<file path="src/rtl/reg_writeback.sv">
// Write-port sequencer: ALU writes win, late loads bypass or park in a FIFO; 1-cycle issue to rf_*.
// Backpressure via mem_ready (registered count < DEPTH). WB_FWD_EN adds forwarding outputs.
module reg_writeback #(
    parameter int ADDR_W = 2,
    parameter int DATA_W = 8,
    parameter int DEPTH  = 2
) (
    input  logic                         clk,
    input  logic                         reset,
    input  logic                         alu_wen,
    input  logic [ADDR_W-1:0]            alu_addr,
    input  logic [DATA_W-1:0]            alu_data,
    input  logic                         mem_valid,
    input  logic [ADDR_W-1:0]            mem_addr,
    input  logic [DATA_W-1:0]            mem_data,
    output logic                         mem_ready,
    input  logic [ADDR_W-1:0]            rd_addr1,
    input  logic [ADDR_W-1:0]            rd_addr2,
    output logic                         hazard,
    output logic [$clog2(DEPTH+1)-1:0]   q_count,
`ifdef WB_FWD_EN
    output logic                         fwd_hit1,
    output logic                         fwd_hit2,
    output logic [DATA_W-1:0]            fwd_data1,
    output logic [DATA_W-1:0]            fwd_data2,
`endif
    output logic                         rf_wen,
    output logic [ADDR_W-1:0]            rf_w_addr,
    output logic [DATA_W-1:0]            rf_data
);

    localparam int CNT_W = $clog2(DEPTH + 1);
    localparam int PTR_W = (DEPTH > 1) ? $clog2(DEPTH) : 1;
    localparam logic [CNT_W-1:0] FULL_CNT = CNT_W'(DEPTH);
    localparam logic [PTR_W-1:0] LAST_PTR = PTR_W'(DEPTH - 1);

    logic [ADDR_W-1:0] ent_addr_q [DEPTH];
    logic [ADDR_W-1:0] ent_addr_d [DEPTH];
    logic [DATA_W-1:0] ent_data_q [DEPTH];
    logic [DATA_W-1:0] ent_data_d [DEPTH];
    logic [DEPTH-1:0]  ent_live_q, ent_live_d;
    logic [PTR_W-1:0]  wr_ptr_q, wr_ptr_d, rd_ptr_q, rd_ptr_d;
    logic [CNT_W-1:0]  count_q, count_d;
    logic              rf_wen_q, rf_wen_d;
    logic [ADDR_W-1:0] rf_addr_q, rf_addr_d;
    logic [DATA_W-1:0] rf_data_q, rf_data_d;

    logic mem_acc, fifo_empty, collide, pop, bypass, push;
    logic hit1, hit2;

    function automatic logic [PTR_W-1:0] ptr_inc(input logic [PTR_W-1:0] p);
        return (p == LAST_PTR) ? '0 : p + 1'b1;
    endfunction

    assign mem_ready  = (count_q < FULL_CNT);
    assign mem_acc    = mem_valid && mem_ready;
    assign fifo_empty = (count_q == '0);
    assign collide    = mem_acc && alu_wen && (mem_addr == alu_addr);
    assign pop        = !alu_wen && !fifo_empty;
    assign bypass     = !alu_wen && fifo_empty && mem_acc;
    assign push       = mem_acc && !collide && !bypass;

    always_comb begin
        rf_wen_d  = 1'b0;
        rf_addr_d = rf_addr_q;
        rf_data_d = rf_data_q;
        if (alu_wen) begin
            rf_wen_d  = 1'b1;
            rf_addr_d = alu_addr;
            rf_data_d = alu_data;
        end else if (pop) begin
            rf_wen_d = ent_live_q[rd_ptr_q];
            if (ent_live_q[rd_ptr_q]) begin
                rf_addr_d = ent_addr_q[rd_ptr_q];
                rf_data_d = ent_data_q[rd_ptr_q];
            end
        end else if (bypass) begin
            rf_wen_d  = 1'b1;
            rf_addr_d = mem_addr;
            rf_data_d = mem_data;
        end
    end

    // An ALU write is newer than every parked load, so it kills matching entries.
    always_comb begin
        ent_live_d = ent_live_q;
        ent_addr_d = ent_addr_q;
        ent_data_d = ent_data_q;
        for (int i = 0; i < DEPTH; i++) begin
            if (alu_wen && (ent_addr_q[i] == alu_addr)) begin
                ent_live_d[i] = 1'b0;
            end
        end
        if (pop) begin
            ent_live_d[rd_ptr_q] = 1'b0;
        end
        if (push) begin
            ent_live_d[wr_ptr_q] = 1'b1;
            ent_addr_d[wr_ptr_q] = mem_addr;
            ent_data_d[wr_ptr_q] = mem_data;
        end
        wr_ptr_d = push ? ptr_inc(wr_ptr_q) : wr_ptr_q;
        rd_ptr_d = pop  ? ptr_inc(rd_ptr_q) : rd_ptr_q;
        count_d  = count_q + CNT_W'(push) - CNT_W'(pop);
    end

    always_ff @(posedge clk) begin
        if (reset) begin
            for (int i = 0; i < DEPTH; i++) begin
                ent_addr_q[i] <= '0;
                ent_data_q[i] <= '0;
            end
            ent_live_q <= '0;
            wr_ptr_q   <= '0;
            rd_ptr_q   <= '0;
            count_q    <= '0;
            rf_wen_q   <= 1'b0;
            rf_addr_q  <= '0;
            rf_data_q  <= '0;
        end else begin
            ent_addr_q <= ent_addr_d;
            ent_data_q <= ent_data_d;
            ent_live_q <= ent_live_d;
            wr_ptr_q   <= wr_ptr_d;
            rd_ptr_q   <= rd_ptr_d;
            count_q    <= count_d;
            rf_wen_q   <= rf_wen_d;
            rf_addr_q  <= rf_addr_d;
            rf_data_q  <= rf_data_d;
        end
    end

    always_comb begin
        hit1 = rf_wen_q && (rf_addr_q == rd_addr1);
        hit2 = rf_wen_q && (rf_addr_q == rd_addr2);
        for (int i = 0; i < DEPTH; i++) begin
            if (ent_live_q[i] && (ent_addr_q[i] == rd_addr1)) hit1 = 1'b1;
            if (ent_live_q[i] && (ent_addr_q[i] == rd_addr2)) hit2 = 1'b1;
        end
    end

`ifdef WB_FWD_EN
    // Youngest match wins: FIFO entries by age from head, rf_* register as fallback.
    always_comb begin
        int best1, best2, age;
        best1     = -1;
        best2     = -1;
        age       = 0;
        fwd_data1 = rf_data_q;
        fwd_data2 = rf_data_q;
        for (int i = 0; i < DEPTH; i++) begin
            age = i - int'(rd_ptr_q);
            if (age < 0) age = age + DEPTH;
            if (ent_live_q[i] && (ent_addr_q[i] == rd_addr1) && (age > best1)) begin
                fwd_data1 = ent_data_q[i];
                best1     = age;
            end
            if (ent_live_q[i] && (ent_addr_q[i] == rd_addr2) && (age > best2)) begin
                fwd_data2 = ent_data_q[i];
                best2     = age;
            end
        end
    end
    assign fwd_hit1 = hit1;
    assign fwd_hit2 = hit2;
    assign hazard   = 1'b0;
`else
    assign hazard   = hit1 || hit2;
`endif

    assign q_count   = count_q;
    assign rf_wen    = rf_wen_q;
    assign rf_w_addr = rf_addr_q;
    assign rf_data   = rf_data_q;

endmodule

</file>
<file path="config.mk">
export PLATFORM = sky130hd
export DESIGN_NAME = reg_writeback
export DESIGN_NICKNAME = d
export VERILOG_FILES = /design/src/rtl/reg_writeback.sv
export SDC_FILE = /design/constraint.sdc
export NUM_CORES = 1
export LEC_CHECK = 0
export CORE_MARGIN = 1
export CORE_UTILIZATION = 45
export CTS_BUF_LIST = sky130_fd_sc_hd__clkbuf_8
export CTS_CLUSTER_DIAMETER = 50
export CTS_CLUSTER_SIZE = 14
export DETAILED_ROUTE_END_ITERATION = 8
export PLACE_DENSITY = 0.72
export REMOVE_ABC_BUFFERS = 1
export SYNTH_ARGS = -nofsm -noshare
export SYNTH_HDL_FRONTEND = slang
export SYNTH_SLANG_ARGS = --single-unit
</file>
<file path="constraint.sdc">
create_clock -name clk -period 5.16 [get_ports clk]
set_input_delay 0.516 -clock clk [delete_from_list [all_inputs] [get_ports clk]]
set_output_delay 0.516 -clock clk [all_outputs]
set_load 0.005 [all_outputs]
</file>
Yosys cells after proc, flatten, opt, wreduce, memory -nomap -nowiden
Cells that the tools add are included.
Word-level totals
  bits in registers: 37
  bits of input ports: 28
  output and inout bits: 15
  logic and storage cells: 104
Cells by class
  add/sub/neg operators: 4
  order comparisons: 8
  eq/ne operators: 10
  muxes and demuxes: 39
  bitwise operators: 5
  reductions and logical operators: 27
Operator list (count)
  two-way mux 8 bit: 8
  two-way mux 2 bit: 10
  logical AND 1 bit: 19
  == test 2 bit: 9
  bitwise mux 16 bit: 1
  two-way mux 1 bit: 15
  demux 8 bit (select 1 bit): 1
  bitwise mux 4 bit: 1
  >= comparator 2 bit (second input constant): 2
  zero test 1 bit: 4
  less-than comparator 1 x 2 -> 1 bit (second input constant): 2
  NOT 1 -> 2 bit: 2
  inequality test 3 x 2 -> 1 bit (second input constant): 1
  nonzero test 3 bit: 1
  adder 1 bit (second input constant): 2
  adder 2 x 1 -> 2 bit: 1
  AND 2 bit: 1
  demux 1 bit (select 1 bit): 2
  demux 2 bit (select 1 bit): 1
  >= comparator 1 bit (second input constant): 2
  zero test 2 bit: 1
  less-than comparator 2 x 1 -> 1 bit (second input constant): 1
  less-than comparator 2 bit (second input constant): 1
  NOT 2 bit: 1
  4 further kinds: 4

Logic depth before layout (Yosys ltp)
  depth after elaboration: 9
  depth in mapped cells: 10
  gate-level depth less buffers: 9

Least setup slack after synthesis
Ideal clock, no wire load.
  path kind: input -> register
  start point: in alu_wen
  end point: reg count_q[1], in the netlist q_count[1]
  library setup time: 0.128 ns
  arrival: 2.023 ns
  required time: 5.032 ns
  slack: 3.009 ns
  stages on the path: 10
  buffers on the path: 2
  path through: clkbuf_1 -> o21bai_1 -> buf_2 -> inv_1 -> ha_1 -> inv_1 -> ha_1 -> xnor2_1 -> xnor2_1 -> nor2_1
Between the ends
  elaborated cells between the ends (all ways): 12
  those cells by class: add/sub (2); reduce/logical (10)
RTL lines
  start: declaration: line 10  | input logic alu_wen,
  zero test 1 bit: line 59  | assign pop = !alu_wen && !fifo_empty;
  logical AND 1 bit: line 59
  via pop: line 48  | logic mem_acc, fifo_empty, collide, pop, bypass, push;
  subtractor 2 x 1 -> 2 bit: line 104  | count_d = count_q + CNT_W'(push) - CNT_W'(pop);
  end signal: assignment: line 126  | count_q <= count_d;
  end: declaration: line 43  | logic [CNT_W-1:0] count_q, count_d;
The timed path passes the listed nets, and every way through them passes these cells.
A chain may end at the register's enable or synchronous reset.

Worst setup path after layout
  start point: in rd_addr2[1]
  end point: out hazard
Between the ends
  cells in the longest elaborated chain, start to end: 5
  elaborated cells between the ends (all ways): 9
  those cells by class: eq/ne (3); mux (2); reduce/logical (4)
Ends and longest elaborated chain
  start: declaration: line 18  | input logic [ADDR_W-1:0] rd_addr2,
  == test 2 bit, on equally long branches: line 135, 138
  logical AND 1 bit, on equally long branches: line 135, 138
  two-way mux 1 bit: line 138  | if (ent_live_q[i] && (ent_addr_q[i] == rd_addr2)) hit2 = 1'b1;
  two-way mux 1 bit *: line 138
  logical OR 1 bit *: line 168  | assign hazard = hit1 || hit2;
  end: declaration: line 19  | output logic hazard,
Every way passes the cells marked *; elsewhere a longest branch is shown, timed or not.

==> impl_results.md <==
- Outcome: finished clean
- Most frequent cells in the layout: 43 x nand2b_1, 42 x clkdlybuf4s50_1, 37 x dfxtp_1
- Antenna cells: 0
- Drt wl/cell: about 14 µm
- Worst skew pair latency: 0.29 ns
- Layout cells sized above 1: 6.23%
- Worst r2r src: rd_ptr_q$_SDFFE_PP0P_
- Final Cycle Share: 52.5%
- Fin nets: between 200 and 300
- Hold crit path type: reg2reg
- WL final: 4.26 mm
- CP Max Fanout: 3
- Skew final: 0.00479 ns
- Fin. max-slew vios: 0
- Pin count of the biggest net entering global routing: 50
- Initial drt markers: 76
- Detailed Routing Iterations Pass 1: 4
- Site Rows: 24
- HPWL after DPL: 2.97 mm
- Worst vdd rail ir drop: approximately 220 µV
- Setup TNS: 0 ns
- Critical path's slowest cell: clkdlybuf4s50_1
- Initial Util: 46.8%
- WP data required: 4.64 ns
- Final hold vios: 0
- Die Wd: 69.3 µm
- GPL Wtd Cong: 0.732
- Clk buf depth: 2
- GRT Total Usage: 18.7%
- Non-Filler Instances: 309
- Final ANT Viol Nets: 0
- Buffer and inverter count on the worst path: 3
- RSZ-0062 raised after global routing: false
- Critical path type: in2out
- Number of I/O port buffers: 42
- H-tree Lvls: 2
- Num ports: 43
- Worst slew pin tran: just under 1 ns
- Clock period minus worst slack: between 2 and 3 ns
- Hold path start: ent_data_q[10]$_SDFFE_PP0P_
- Leak: 1.05 nW
- Most common cell after layout, fill and taps aside: nand2b_1
- Vias per inst: 5.14
- Core area: ~4400 µm²
- Total of max-cap violations: 0
- #FFs+latches synth: 37
- Die Area: 4800 µm²
- Power per standard cell area: 346 nW/µm²
- CTS buffer count: 5
- Rel. slew slack: between 30% and 40%
- First-pass GRT wire length: 7.18 mm
- Fill count: 383
- Crit path DAT: 2.19 ns
- Remaining DRCs: 0
- Delay-heaviest family, CP: buffers and inverters
- Vias: 1589
- Clock sink count: 37
- Seq/Total Area, Yosys: 36.3%
- CP Launch Type: input pin
- Multi-input logic area: around 1200 µm²
- Clock-pin slew on the worst setup and hold paths: 0.07 ns
- Crit-path cells: clkdlybuf4s50_1, xor2_1, o22ai_1, a222oi_1, inv_1, clkdlybuf4s50_1
- Crit. Startpoint: rd_addr2[1]
- Syn avg cell area: approximately 9.4 µm²
- Register area: 741 µm²
- Placed cell areas: roughly 2500 µm²
- Worst setup EP type: output pin
- CTS tree: done
- Root buffer cell: clkbuf_8
- Fmax: around 0.37 GHz
- Mapped Area: ~2000 µm²
- Number of distinct library cells after synthesis: 32
- Design area: 2580 µm²
- Synth warnings: 0
- Vias in the first global route: around 1500
- Chip height: 69.3 µm
- Area delta synth->final: 26.8%
- Syn Inst Count: 217
- Cts repair resizes: 0
- Hold Buf Count CTS: 0
- Critical Path Max Stage Delay: 0.56 ns
- CP dominant cell by count: clkdlybuf4s50_1
- Initial antenna violation count: 0
- Setup repair bufs after CTS: 0
- Overflow after GRT: 0
- Placed cells: 301
- Endpoints failing setup: 0
[area by class of cell]
| type | count | share of cell area, % |
|---|---|---|
| clock inverters | 1 | 0.194 |
| well taps | 52 | 2.52 |
| repair buffers | 46 | 17.4 |
| multi-input cells | 160 | 46.6 |
| inverters | 6 | 0.872 |
| clock buffers | 7 | 3.73 |
| flip-flops and latches | 37 | 28.7 |
[flip-flops by register name, indices dropped and copies added (netlist names)]
register and cells:
ent_data_q 16, rf_data 8, ent_addr_q 4, ent_live_q 2, q_count 2, rf_w_addr 2, rd_ptr_q 1, rf_wen 1
wr_ptr_q 1
[metal layers]
layer / share of wire [%] / wire [µm] / vias to the layer above / global-route usage, %
met5: 0 / 0 / - / 0
met4: 0.47 / 20 / 0 / 4.76
met3: 3.5 / 148 / 4 / 4.65
met2: 47 / 2010 / 33 / 31.5
met1: 49 / 2090 / 727 / 23.8
li1: - / - / 825 / -
[cells by family (layout without fill, tap and decap cells)]
logic type      count (synthesis)  count (layout)  share of synthesized area [%]
buf+inv                        20              60                           4.60
compound gates                 26              26                           10.4
simple gates                   74              74                           20.2
xor+xnor                       21              21                           9.02
fa+ha+maj                       2               2                           1.23
mux                            37              37                           18.2
flops                          37              37                           36.3
[per-stage QoR]
step	util, %	setup WS (ns)	hold slack [ns]	total power [mW]
after floorplan	-	3.01	0.447	0.545
after global placement	57.0	2.36	0.458	0.678
after detailed placement	57.0	2.32	0.467	0.681
after CTS	59.3	2.44	0.481	0.906
after global routing	59.3	2.36	0.491	0.949
final	59.3	2.45	0.478	0.895
[synthesized netlist by cell type]
| library cell | count | area [µm²] |
|---|---|---|
| a211oi_1 | 2 | 15.0 |
| a211oi_2 | 1 | 12.5 |
| a21oi_1 | 3 | 15.0 |
| a222oi_1 | 1 | 10.0 |
| a311oi_2 | 1 | 15.0 |
| and2_1 | 2 | 12.5 |
| buf_1 | 1 | 3.75 |
| buf_2 | 3 | 15.0 |
| buf_4 | 2 | 15.0 |
| buf_6 | 1 | 11.3 |
| clkbuf_1 | 7 | 26.3 |
| dfxtp_1 | 37 | 741 |
| ha_1 | 2 | 25.0 |
| inv_1 | 6 | 22.5 |
| mux2_2 | 1 | 11.3 |
| mux2i_1 | 36 | 360 |
| nand2_1 | 9 | 33.8 |
| nand2b_1 | 43 | 269 |
| nand3_1 | 2 | 10.0 |
| nand3b_1 | 2 | 15.0 |
| nor2_1 | 12 | 45.0 |
| nor2b_1 | 2 | 12.5 |
| nor3b_1 | 1 | 7.51 |
| o211ai_1 | 2 | 15.0 |
| o21bai_1 | 1 | 7.51 |
| o221ai_1 | 8 | 70.1 |
| o22ai_1 | 3 | 18.8 |
| o31ai_1 | 2 | 15.0 |
| o41ai_1 | 2 | 17.5 |
| or2_2 | 1 | 6.26 |
| xnor2_1 | 9 | 78.8 |
| xor2_1 | 12 | 105 |
[worst paths after layout]
path / endpoint / slack [ns] / depth (start not counted)
max: hazard / 2.45 / 6
min reg2reg: ent_data_q[10]$_SDFFE_PP0P_ / 0.48 / 2
min: ent_data_q[10]$_SDFFE_PP0P_ / 0.48 / 2
max reg2reg: rf_data[6]$_SDFFE_PP0P_ / 2.71 / 5
[power breakdown]
| group | switching (mW) | internal (mW) | total (mW) |
|---|---|---|---|
| registers | 0.0474 | 0.329 | 0.377 |
| clock network | 0.103 | 0.121 | 0.224 |
| logic | 0.129 | 0.165 | 0.294 |
| total | 0.279 | 0.615 | 0.895 |
[worst register-to-register path: cells and delay by family, from the launching register on]
family	cells	cell delay, ns
AO/OA/AOI/OAI	1	0.61
multiplexers	2	0.63
flip-flops	1	0.74
buffers and inverters	1	0.30
AND/OR/NAND/NOR	1	0.05
Note: power is estimated with default switching activity, not from simulation.
